$ cat src/rtl/watch_core.sv
// watch_core
//   Time-of-day counter (HH:MM:SS, BCD) with button-driven time setting and a
//   6-digit multiplexed 7-segment display scanner. Everything runs on clk_25M;
//   the divider outputs clk_1s / clk_1k are treated as level inputs and
//   edge-detected here, never used as clocks.
//
// Parameters
//   H24            1: 24 h (00..23); 0: 12 h (01..12), hour tens blanked when 0
//   SEG_ACTIVE_LOW 1: seg[7:0] inverted at the output register
//   COM_ACTIVE_LOW 1: selected com line driven 0, others 1
//
// Ports
//   clk_25M   in   system clock
//   reset     in   asynchronous, active-high
//   clk_1s    in   1 Hz square wave (clk_25M domain)
//   clk_1k    in   1 kHz square wave (clk_25M domain)
//   btn_mode  in   debounced level, asynchronous, 1 = pressed
//   btn_inc   in   debounced level, asynchronous, 1 = pressed
//   seg       out  {dp,g,f,e,d,c,b,a} of the selected digit
//   com       out  one-hot digit select, com[0] = hour tens .. com[5] = second ones
//   time_bcd  out  {h10,h1,m10,m1,s10,s1}
//   set_state out  0 RUN, 1 SET_H, 2 SET_M, 3 SET_S

module watch_core #(
    parameter logic H24            = 1'b1,
    parameter logic SEG_ACTIVE_LOW = 1'b0,
    parameter logic COM_ACTIVE_LOW = 1'b1
) (
    input  logic        clk_25M,
    input  logic        reset,
    input  logic        clk_1s,
    input  logic        clk_1k,
    input  logic        btn_mode,
    input  logic        btn_inc,
    output logic [7:0]  seg,
    output logic [5:0]  com,
    output logic [23:0] time_bcd,
    output logic [1:0]  set_state
);

    localparam logic [1:0] ST_RUN   = 2'd0;
    localparam logic [1:0] ST_SET_H = 2'd1;
    localparam logic [1:0] ST_SET_M = 2'd2;
    localparam logic [1:0] ST_SET_S = 2'd3;

    localparam logic [3:0] HOUR_T_RST = H24 ? 4'd0 : 4'd1;
    localparam logic [3:0] HOUR_O_RST = H24 ? 4'd0 : 4'd2;
    localparam logic [7:0] SEG_OFF    = SEG_ACTIVE_LOW ? 8'hFF : 8'h00;
    localparam logic [5:0] COM_OFF    = COM_ACTIVE_LOW ? 6'h3F : 6'h00;

    logic       r_clk_1s_q, r_clk_1k_q;
    logic       r_mode_s1, r_mode_s2, r_mode_q;
    logic       r_inc_s1, r_inc_s2, r_inc_q;
    logic [1:0] r_state;
    logic [3:0] r_h10, r_h1, r_m10, r_m1, r_s10, r_s1;
    logic [2:0] r_dig;
    logic [7:0] r_seg;
    logic [5:0] r_com;

    logic       w_sec_tick, w_scan_tick, w_mode_p, w_inc_p;
    logic [1:0] w_state_next;
    logic [3:0] w_h10_next, w_h1_next, w_m10_next, w_m1_next, w_s10_next, w_s1_next;
    logic [8:0] w_sec_inc, w_min_inc;
    logic [7:0] w_hour_inc;
    logic [3:0] w_nibble;
    logic [6:0] w_pat;
    logic       w_dp, w_blank;
    logic [7:0] w_seg_act;
    logic [5:0] w_com_onehot;

    // Returns {wrap, tens, ones} of a 00..59 field advanced by one.
    function automatic logic [8:0] f_inc60(input logic [3:0] t, input logic [3:0] o);
        if (o != 4'd9)
            f_inc60 = {1'b0, t, o + 4'd1};
        else if (t != 4'd5)
            f_inc60 = {1'b0, t + 4'd1, 4'd0};
        else
            f_inc60 = 9'd0 | 9'h100;
    endfunction

    // Hour advanced by one with the wrap of the selected hour format.
    function automatic logic [7:0] f_inc_hour(input logic [3:0] t, input logic [3:0] o);
        if (H24 && t == 4'd2 && o == 4'd3)
            f_inc_hour = 8'h00;
        else if (!H24 && t == 4'd1 && o == 4'd2)
            f_inc_hour = 8'h01;
        else if (o == 4'd9)
            f_inc_hour = {t + 4'd1, 4'd0};
        else
            f_inc_hour = {t, o + 4'd1};
    endfunction

    function automatic logic [6:0] f_seg7(input logic [3:0] d);
        case (d)
            4'd0:    f_seg7 = 7'h3F;
            4'd1:    f_seg7 = 7'h06;
            4'd2:    f_seg7 = 7'h5B;
            4'd3:    f_seg7 = 7'h4F;
            4'd4:    f_seg7 = 7'h66;
            4'd5:    f_seg7 = 7'h6D;
            4'd6:    f_seg7 = 7'h7D;
            4'd7:    f_seg7 = 7'h07;
            4'd8:    f_seg7 = 7'h7F;
            4'd9:    f_seg7 = 7'h6F;
            default: f_seg7 = 7'h00;
        endcase
    endfunction

    assign w_sec_tick  = clk_1s & ~r_clk_1s_q;
    assign w_scan_tick = clk_1k & ~r_clk_1k_q;
    assign w_mode_p    = r_mode_s2 & ~r_mode_q;
    assign w_inc_p     = r_inc_s2 & ~r_inc_q;

    assign w_sec_inc  = f_inc60(r_s10, r_s1);
    assign w_min_inc  = f_inc60(r_m10, r_m1);
    assign w_hour_inc = f_inc_hour(r_h10, r_h1);

    always_comb begin
        w_state_next = r_state;
        w_h10_next   = r_h10;
        w_h1_next    = r_h1;
        w_m10_next   = r_m10;
        w_m1_next    = r_m1;
        w_s10_next   = r_s10;
        w_s1_next    = r_s1;
        // SET_S + 1 wraps to RUN, which gives the RUN->H->M->S->RUN cycle.
        if (w_mode_p)
            w_state_next = r_state + 2'd1;
        case (r_state)
            ST_RUN: begin
                if (w_sec_tick) begin
                    {w_s10_next, w_s1_next} = w_sec_inc[7:0];
                    if (w_sec_inc[8]) begin
                        {w_m10_next, w_m1_next} = w_min_inc[7:0];
                        if (w_min_inc[8])
                            {w_h10_next, w_h1_next} = w_hour_inc;
                    end
                end
            end
            // A mode press in the same cycle wins; the increment is dropped.
            ST_SET_H: if (w_inc_p && !w_mode_p) {w_h10_next, w_h1_next} = w_hour_inc;
            ST_SET_M: if (w_inc_p && !w_mode_p) {w_m10_next, w_m1_next} = w_min_inc[7:0];
            ST_SET_S: if (w_inc_p && !w_mode_p) {w_s10_next, w_s1_next} = 8'h00;
            default: ;
        endcase
    end

    generate
        for (genvar gi = 0; gi < 6; gi++) begin : g_com
            assign w_com_onehot[gi] = (r_dig == 3'(gi));
        end
    endgenerate

    always_comb begin
        case (r_dig)
            3'd0:    w_nibble = r_h10;
            3'd1:    w_nibble = r_h1;
            3'd2:    w_nibble = r_m10;
            3'd3:    w_nibble = r_m1;
            3'd4:    w_nibble = r_s10;
            default: w_nibble = r_s1;
        endcase
    end

    assign w_pat = f_seg7(w_nibble);
    assign w_dp  = (r_dig == 3'd1) || (r_dig == 3'd3);
    // Digit pairs {0,1},{2,3},{4,5} map onto SET_H/SET_M/SET_S via r_dig[2:1].
    assign w_blank = (!H24 && r_dig == 3'd0 && r_h10 == 4'd0) ||
                     (r_state != ST_RUN && r_dig[2:1] == (r_state - 2'd1) && !clk_1s);
    assign w_seg_act = w_blank ? {w_dp, 7'd0} : {w_dp, w_pat};

    always_ff @(posedge clk_25M or posedge reset) begin
        if (reset) begin
            r_clk_1s_q <= 1'b0;
            r_clk_1k_q <= 1'b0;
            r_mode_s1  <= 1'b0;
            r_mode_s2  <= 1'b0;
            r_mode_q   <= 1'b0;
            r_inc_s1   <= 1'b0;
            r_inc_s2   <= 1'b0;
            r_inc_q    <= 1'b0;
            r_state    <= ST_RUN;
            r_h10      <= HOUR_T_RST;
            r_h1       <= HOUR_O_RST;
            r_m10      <= 4'd0;
            r_m1       <= 4'd0;
            r_s10      <= 4'd0;
            r_s1       <= 4'd0;
            r_dig      <= 3'd0;
            r_seg      <= SEG_OFF;
            r_com      <= COM_OFF;
        end else begin
            r_clk_1s_q <= clk_1s;
            r_clk_1k_q <= clk_1k;
            r_mode_s1  <= btn_mode;
            r_mode_s2  <= r_mode_s1;
            r_mode_q   <= r_mode_s2;
            r_inc_s1   <= btn_inc;
            r_inc_s2   <= r_inc_s1;
            r_inc_q    <= r_inc_s2;
            r_state    <= w_state_next;
            r_h10      <= w_h10_next;
            r_h1       <= w_h1_next;
            r_m10      <= w_m10_next;
            r_m1       <= w_m1_next;
            r_s10      <= w_s10_next;
            r_s1       <= w_s1_next;
            if (w_scan_tick) begin
                r_seg <= SEG_ACTIVE_LOW ? ~w_seg_act : w_seg_act;
                r_com <= COM_ACTIVE_LOW ? ~w_com_onehot : w_com_onehot;
                r_dig <= (r_dig == 3'd5) ? 3'd0 : r_dig + 3'd1;
            end
        end
    end

    assign seg       = r_seg;
    assign com       = r_com;
    assign time_bcd  = {r_h10, r_h1, r_m10, r_m1, r_s10, r_s1};
    assign set_state = r_state;

endmodule

$ cat config.mk
export PLATFORM = sky130hd
export DESIGN_NAME = watch_core
export DESIGN_NICKNAME = d
export VERILOG_FILES = /design/src/rtl/watch_core.sv
export SDC_FILE = /design/constraint.sdc
export NUM_CORES = 1
export LEC_CHECK = 0
export ABC_AREA = 1
export CAP_MARGIN = 40
export CORE_MARGIN = 4
export CORE_UTILIZATION = 35
export CTS_CLUSTER_SIZE = 8
export DETAILED_ROUTE_END_ITERATION = 12
export DONT_BUFFER_PORTS = 1
export GPL_TIMING_DRIVEN = 0
export PLACE_DENSITY = 0.48
export SYNTH_ARGS = -nofsm -noshare
export SYNTH_HDL_FRONTEND = slang
export SYNTH_SLANG_ARGS = --single-unit
$ cat constraint.sdc
create_clock -name clk_25M -period 2.23 [get_ports clk_25M]
set_input_delay 0.1115 -clock clk_25M [delete_from_list [all_inputs] [get_ports clk_25M]]
set_output_delay 0.1115 -clock clk_25M [all_outputs]
set_load 0.05 [all_outputs]
Word level (Yosys, flattened, before mapping):

Memories as Yosys holds them, arrays and structs flattened.
Cells that the tools add are included.
W data, S select, Z words.

* $add $sub $neg: 9
* equal/unequal tests: 23
* muxes and demuxes: 32
* bitwise gates (word level): 9
* reductions and logical operators: 17

Operators with widths (number)
* $mux W4: 17
* $pmux W4 S2: 6
* $mux W9: 4
* $add A4 B1 Y4 const B: 6
* $pmux W4 S5: 1
* $mux W8: 2
* $ne A2 B2 Y1 const B: 7
* $eq A4 B2 Y1 const B: 2
* $ne A4 B3 Y1 const B: 2
* $ne A4 B4 Y1 const B: 2
* $reduce_and A4 Y1: 2
* $reduce_bool A2 Y1: 4
* $mux W7: 1
* $eq A3 B2 Y1 const B: 2
* $eq A3 B3 Y1 const B: 2
* $not A6 Y6: 1
* $reduce_and A5 Y1: 1
* $and A1 B1 Y1: 4
* $eq A2 B2 Y1 const B: 2
* $eq A4 B4 Y1 const B: 1
* $logic_and A1 B1 Y1: 4
* $not A1 Y1: 4
* $add A3 B1 Y3 const B: 1
* $eq A3 B1 Y1 const B: 1
* other kinds (10): 11

* bits in registers: 51
* ROM bits: 112
* input port bits: 6
* output and inout bits: 40
* logic and storage cells: 109
* memories kept: 1

Memories
* (no name shown): depth 16, bits a word 7, rd ports 1, clocked after memory_dff 0, wr ports 0, line 94 `case (d)`

Longest topological paths before layout:

* word-level depth: 7
* gate-level depth with buffers: 17
* mapped depth without buffers: 16

Worst setup path before layout:

No wires, ideal clock.

* path type: reg-to-reg
* start point: reg r_dig[1]
* end point: reg r_seg[3], in the netlist seg[3]
* library setup time: 0.066 ns
* data arrival time: 2.005 ns
* required time: 2.164 ns
* setup slack: 0.160 ns
* cell stages (with the launch flop): 16
* buffers on the path: 1
* clock period less this slack: 2.070 ns
* cells stage by stage: dfrtp_1 -> buf_4 -> nand2_1 -> inv_1 -> ha_1 -> nor2_4 -> nand2_4 -> inv_4 -> a21oi_1 -> nand2_1 -> nand2_1 -> ha_1 -> nand3b_1 -> nand3_1 -> nand2_1 -> nand2_1

* longest elaborated chain between the ends: 4
* elaborated cells on any way between the ends: 11
* those cells by class: eq/ne (5); mux (2); reduce/logical (3); memory (1)

RTL lines
* start, declared: line 56 `logic [2:0] r_dig;`
* start signal, assigned: line 211 `r_dig <= (r_dig == 3'd5) ? 3'd0 : r_dig + 3'd1;`
* $eq A3 B3 Y1, or another cell as far along: line 155 `case (r_dig)`
* $pmux W4 S5 or $logic_and A1 B1 Y1 (tied branches): line 155, 169
* $mem_v2 Z16 W7 or $logic_and A1 B1 Y1 (tied branches)
* $mux W7 (*): line 170 `assign w_seg_act = w_blank ? {w_dp, 7'd0} : {w_dp, w_pat};`
* end signal, assigned: line 209 `r_seg <= SEG_ACTIVE_LOW ? ~w_seg_act : w_seg_act;`
* end, declared: line 57 `logic [7:0] r_seg;`

Mark *: on every way between the ends. The rest lies on a longest branch, timed or not.
A chain may end at the register's enable or synchronous reset.

Worst setup path after layout:

Ends and elaborated chain as after synthesis.

==> metrics.txt <==
worst r2r dst=seg[3]; library cell occupying the most area in the post-synthesis netlist=dfrtp_1; final max-slew violation count=0; setup slack of the worst register-to-register path=0.11 ns; highest clock frequency the design can meet=472 MHz; transition time of the tightest slew-check pin=0.663 ns; # Max-Cap Violations=0; utilization of the core after routing=41.1%; placer's final routability congestion estimate=0.830; maximum net fanout on the critical path=8; CP startpoint=r_dig[1]; worst reg2reg path startpoint=r_dig[1]; Top Ports=between 40 and 50; count of filler cells inserted in the layout=between 800 and 900; maximum number of pins on one net before global-route repair=30; post-detailed-route count of antenna-violating nets=0; leftover overflow at the end of global routing=0; Die Y-Extent=99.6 µm; chip width=99.6 µm; Finish-stage setup viols=0; starting density of the core=between 30 and 40%; Post-Route Setup TNS=0 ns; Critical Path End Type=register; number of nets in the synthesized netlist=between 300 and 400; data arrival at the endpoint of the critical path=between 2 and 2.5 ns; number of levels in the clock H-tree=2; start-to-end type of the worst setup path=reg -> reg; count of inserted antenna diode cells=0; clock tree from TritonCTS=yes; unrepaired setup endpoints after global routing=yes; core area=0.00818 mm²; share of the synthesized area in the top cell type=38.3%; fraction of final layout cells sized beyond drive strength 1=20.4%; sequential fraction of the synthesis area=43.7%; termination of the worst setup path=seg[3]; Num Clock Sinks=51; Register-to-Register Path Depth=16; total wirelength of the detailed-routed design=6690 µm; wire length of the first global-routing pass=~11000 µm; worst setup skew after layout=0.00533 ns; count of warnings emitted by yosys=0; count of unique library cells instantiated by Yosys=34; Min Hold Slack=0.0864 ns; fin cells=about 480; Yosys reg bits=51; post-placement cell count=461; number of antenna violations at the first check in global routing=0; DRC violations left=0; startpoint types=register; post-synthesis async set-or-reset flop share=100%; required time of the critical path=2.44 ns; total via count after detailed routing=between 2000 and 2500; fin crit share=94.9%; outcome=complete, no violations; cell area after synthesis=0.00294 mm²; routed via count divided by cell count=between 4 and 5; die footprint=a little under 0.01 mm²; minimum period implied by the final worst setup slack=2.12 ns; most frequent cells after synthesis=nand2_1 (92), dfrtp_1 (45), inv_1 (38), nor2_1 (27); Routed wire per std cell=between 10 and 15 µm; kind of path behind the tightest hold check=in -> reg; synthesized area per cell=around 8.3 µm²; buffers added on ports=0; Final #Nets=400; most numerous cell in the Yosys netlist=nand2_1; dominant cells by area after synthesis=dfrtp_1 (38%), nand2_1 (12%), ha_1 (7.7%); growth of design area from synthesis to finish=14.4%; DR pass1 iterations=4; worst relative slew slack=55.8%; cell chosen for the clock root=clkbuf_8; ys flop type=dfrtp_1; Iteration-0 DRC Markers=101; GR Util All Layers=14.2%; HPWL after detailed placement=5100 µm; number of synthesized flops with an enable pin=0; Final Hold Viols=0; Clk pin slew, worst setup/hold paths=0.10 ns; number of placement rows=33; number of standard cells after synthesis=355; number of buffers created by CTS=5; vias in the first global route=~2200; Skew-Pair Late Insertion Delay=0.31 ns; Bufs on Longest Clock Path=2
## state kept, by name, indices dropped and copies added, names as in the netlist
signal      count
seg             8
com             6
r_h10           4
r_h1            4
r_m10           4
r_m1            4
r_s10           4
r_s1            4
r_dig           3
set_state       2
r_clk_1k_q      1
r_clk_1s_q      1
r_inc_q         1
r_inc_s1        1
r_inc_s2        1
r_mode_q        1
r_mode_s1       1
r_mode_s2       1
## stage by stage
stage,instance area (µm²),setup WS (ns)
global placement,3070,-0.220
CTS,3250,0.0150
finish,3360,0.113
floorplan,2940,0.160
detailed placement,3090,-0.221
global route,3360,-0.0303
## how the worst min path moves through the flow
stage | slack (ns) | cells past startpoint | start | end
finish | 0.09 | 4 | clk_1k | com[5]
global route | 0.12 | 4 | clk_1k | com[5]
CTS | 0.08 | 4 | clk_1k | com[5]
detailed placement | 0.06 | 1 | reset | r_m10[3]
global placement | 0.14 | 0 | btn_inc | r_inc_s1
floorplan | 0.14 | 0 | clk_1k | r_clk_1k_q
## cells by family (layout without fill, tap and decap cells)
| logic type | after synthesis | count (layout) | share of synthesized area [%] |
|---|---|---|---|
| and+or+nand+nor | 177 | 177 | 29.2 |
| buffers and inverters | 53 | 75 | 7.41 |
| DFF | 51 | 51 | 43.7 |
| AOI/OAI and AO/OA | 46 | 46 | 9.03 |
| adders and majority gates | 18 | 18 | 7.67 |
| xor gates and xnor gates | 10 | 10 | 2.98 |
## placed cells by master, fill, tap and decap left out, types with 5 or more instances in the layout
| master | n |
|---|---|
| xor2_1 | 9 |
| inv_1 | 35 |
| o21ai_0 | 20 |
| nand2_1 | 89 |
| nand2_2 | 9 |
| ha_1 | 15 |
| nand3_1 | 20 |
| inv_2 | 10 |
| nand2_4 | 6 |
| dfstp_2 | 6 |
| buf_4 | 8 |
| a21oi_1 | 9 |
| nor2_1 | 26 |
| dfrtp_1 | 38 |
| dlygate4sd3_1 | 5 |
| dfrtp_2 | 7 |
| clkbuf_8 | 5 |
| nand4_1 | 9 |
## per-layer routing
layer	global-route usage [%]	vias up	routed length (µm)
met5	0	-	0
met4	3.15	0	71
met3	4.21	5	409
met2	22.3	44	3030
met1	19.3	1093	3180
li1	-	1185	-
## critical path: stages, from the launching register on
cell      delay (ns)
dfrtp_1         0.38
buf_6           0.14
nand2_2         0.08
inv_2           0.05
ha_4            0.17
buf_4           0.14
nand2_1         0.06
inv_1           0.06
nor2_2          0.09
nand2_1         0.10
nand2_4         0.11
inv_2           0.07
ha_4            0.25
nand3b_1        0.12
nand3_1         0.08
nand2_1         0.07
nand2_1         0.04
## layout make-up
class,instances,area (µm²),share of cell area [%]
clock buffers,5,68.8,2.05
multi-input cells,251,1490,44.4
flip-flops and latches,51,1290,38.5
well taps,105,131,3.91
clock inverters,3,18.8,0.559
repair buffers,14,130,3.87
inverters,49,196,5.85
plain buffers,4,30.0,0.894
## timing repair
item                                    4_1_cts  5_1_grt
pin swaps                                     1        3
endpoints found under the setup margin       24       18
resized for setup                            11       12
hold endpoints to repair                     26        0
hold buffers                                  5        0
buffers inserted                              0        8
Power is not shown: default switching activity piles up to over one toggle a cycle in this logic, so the estimate is an artifact.
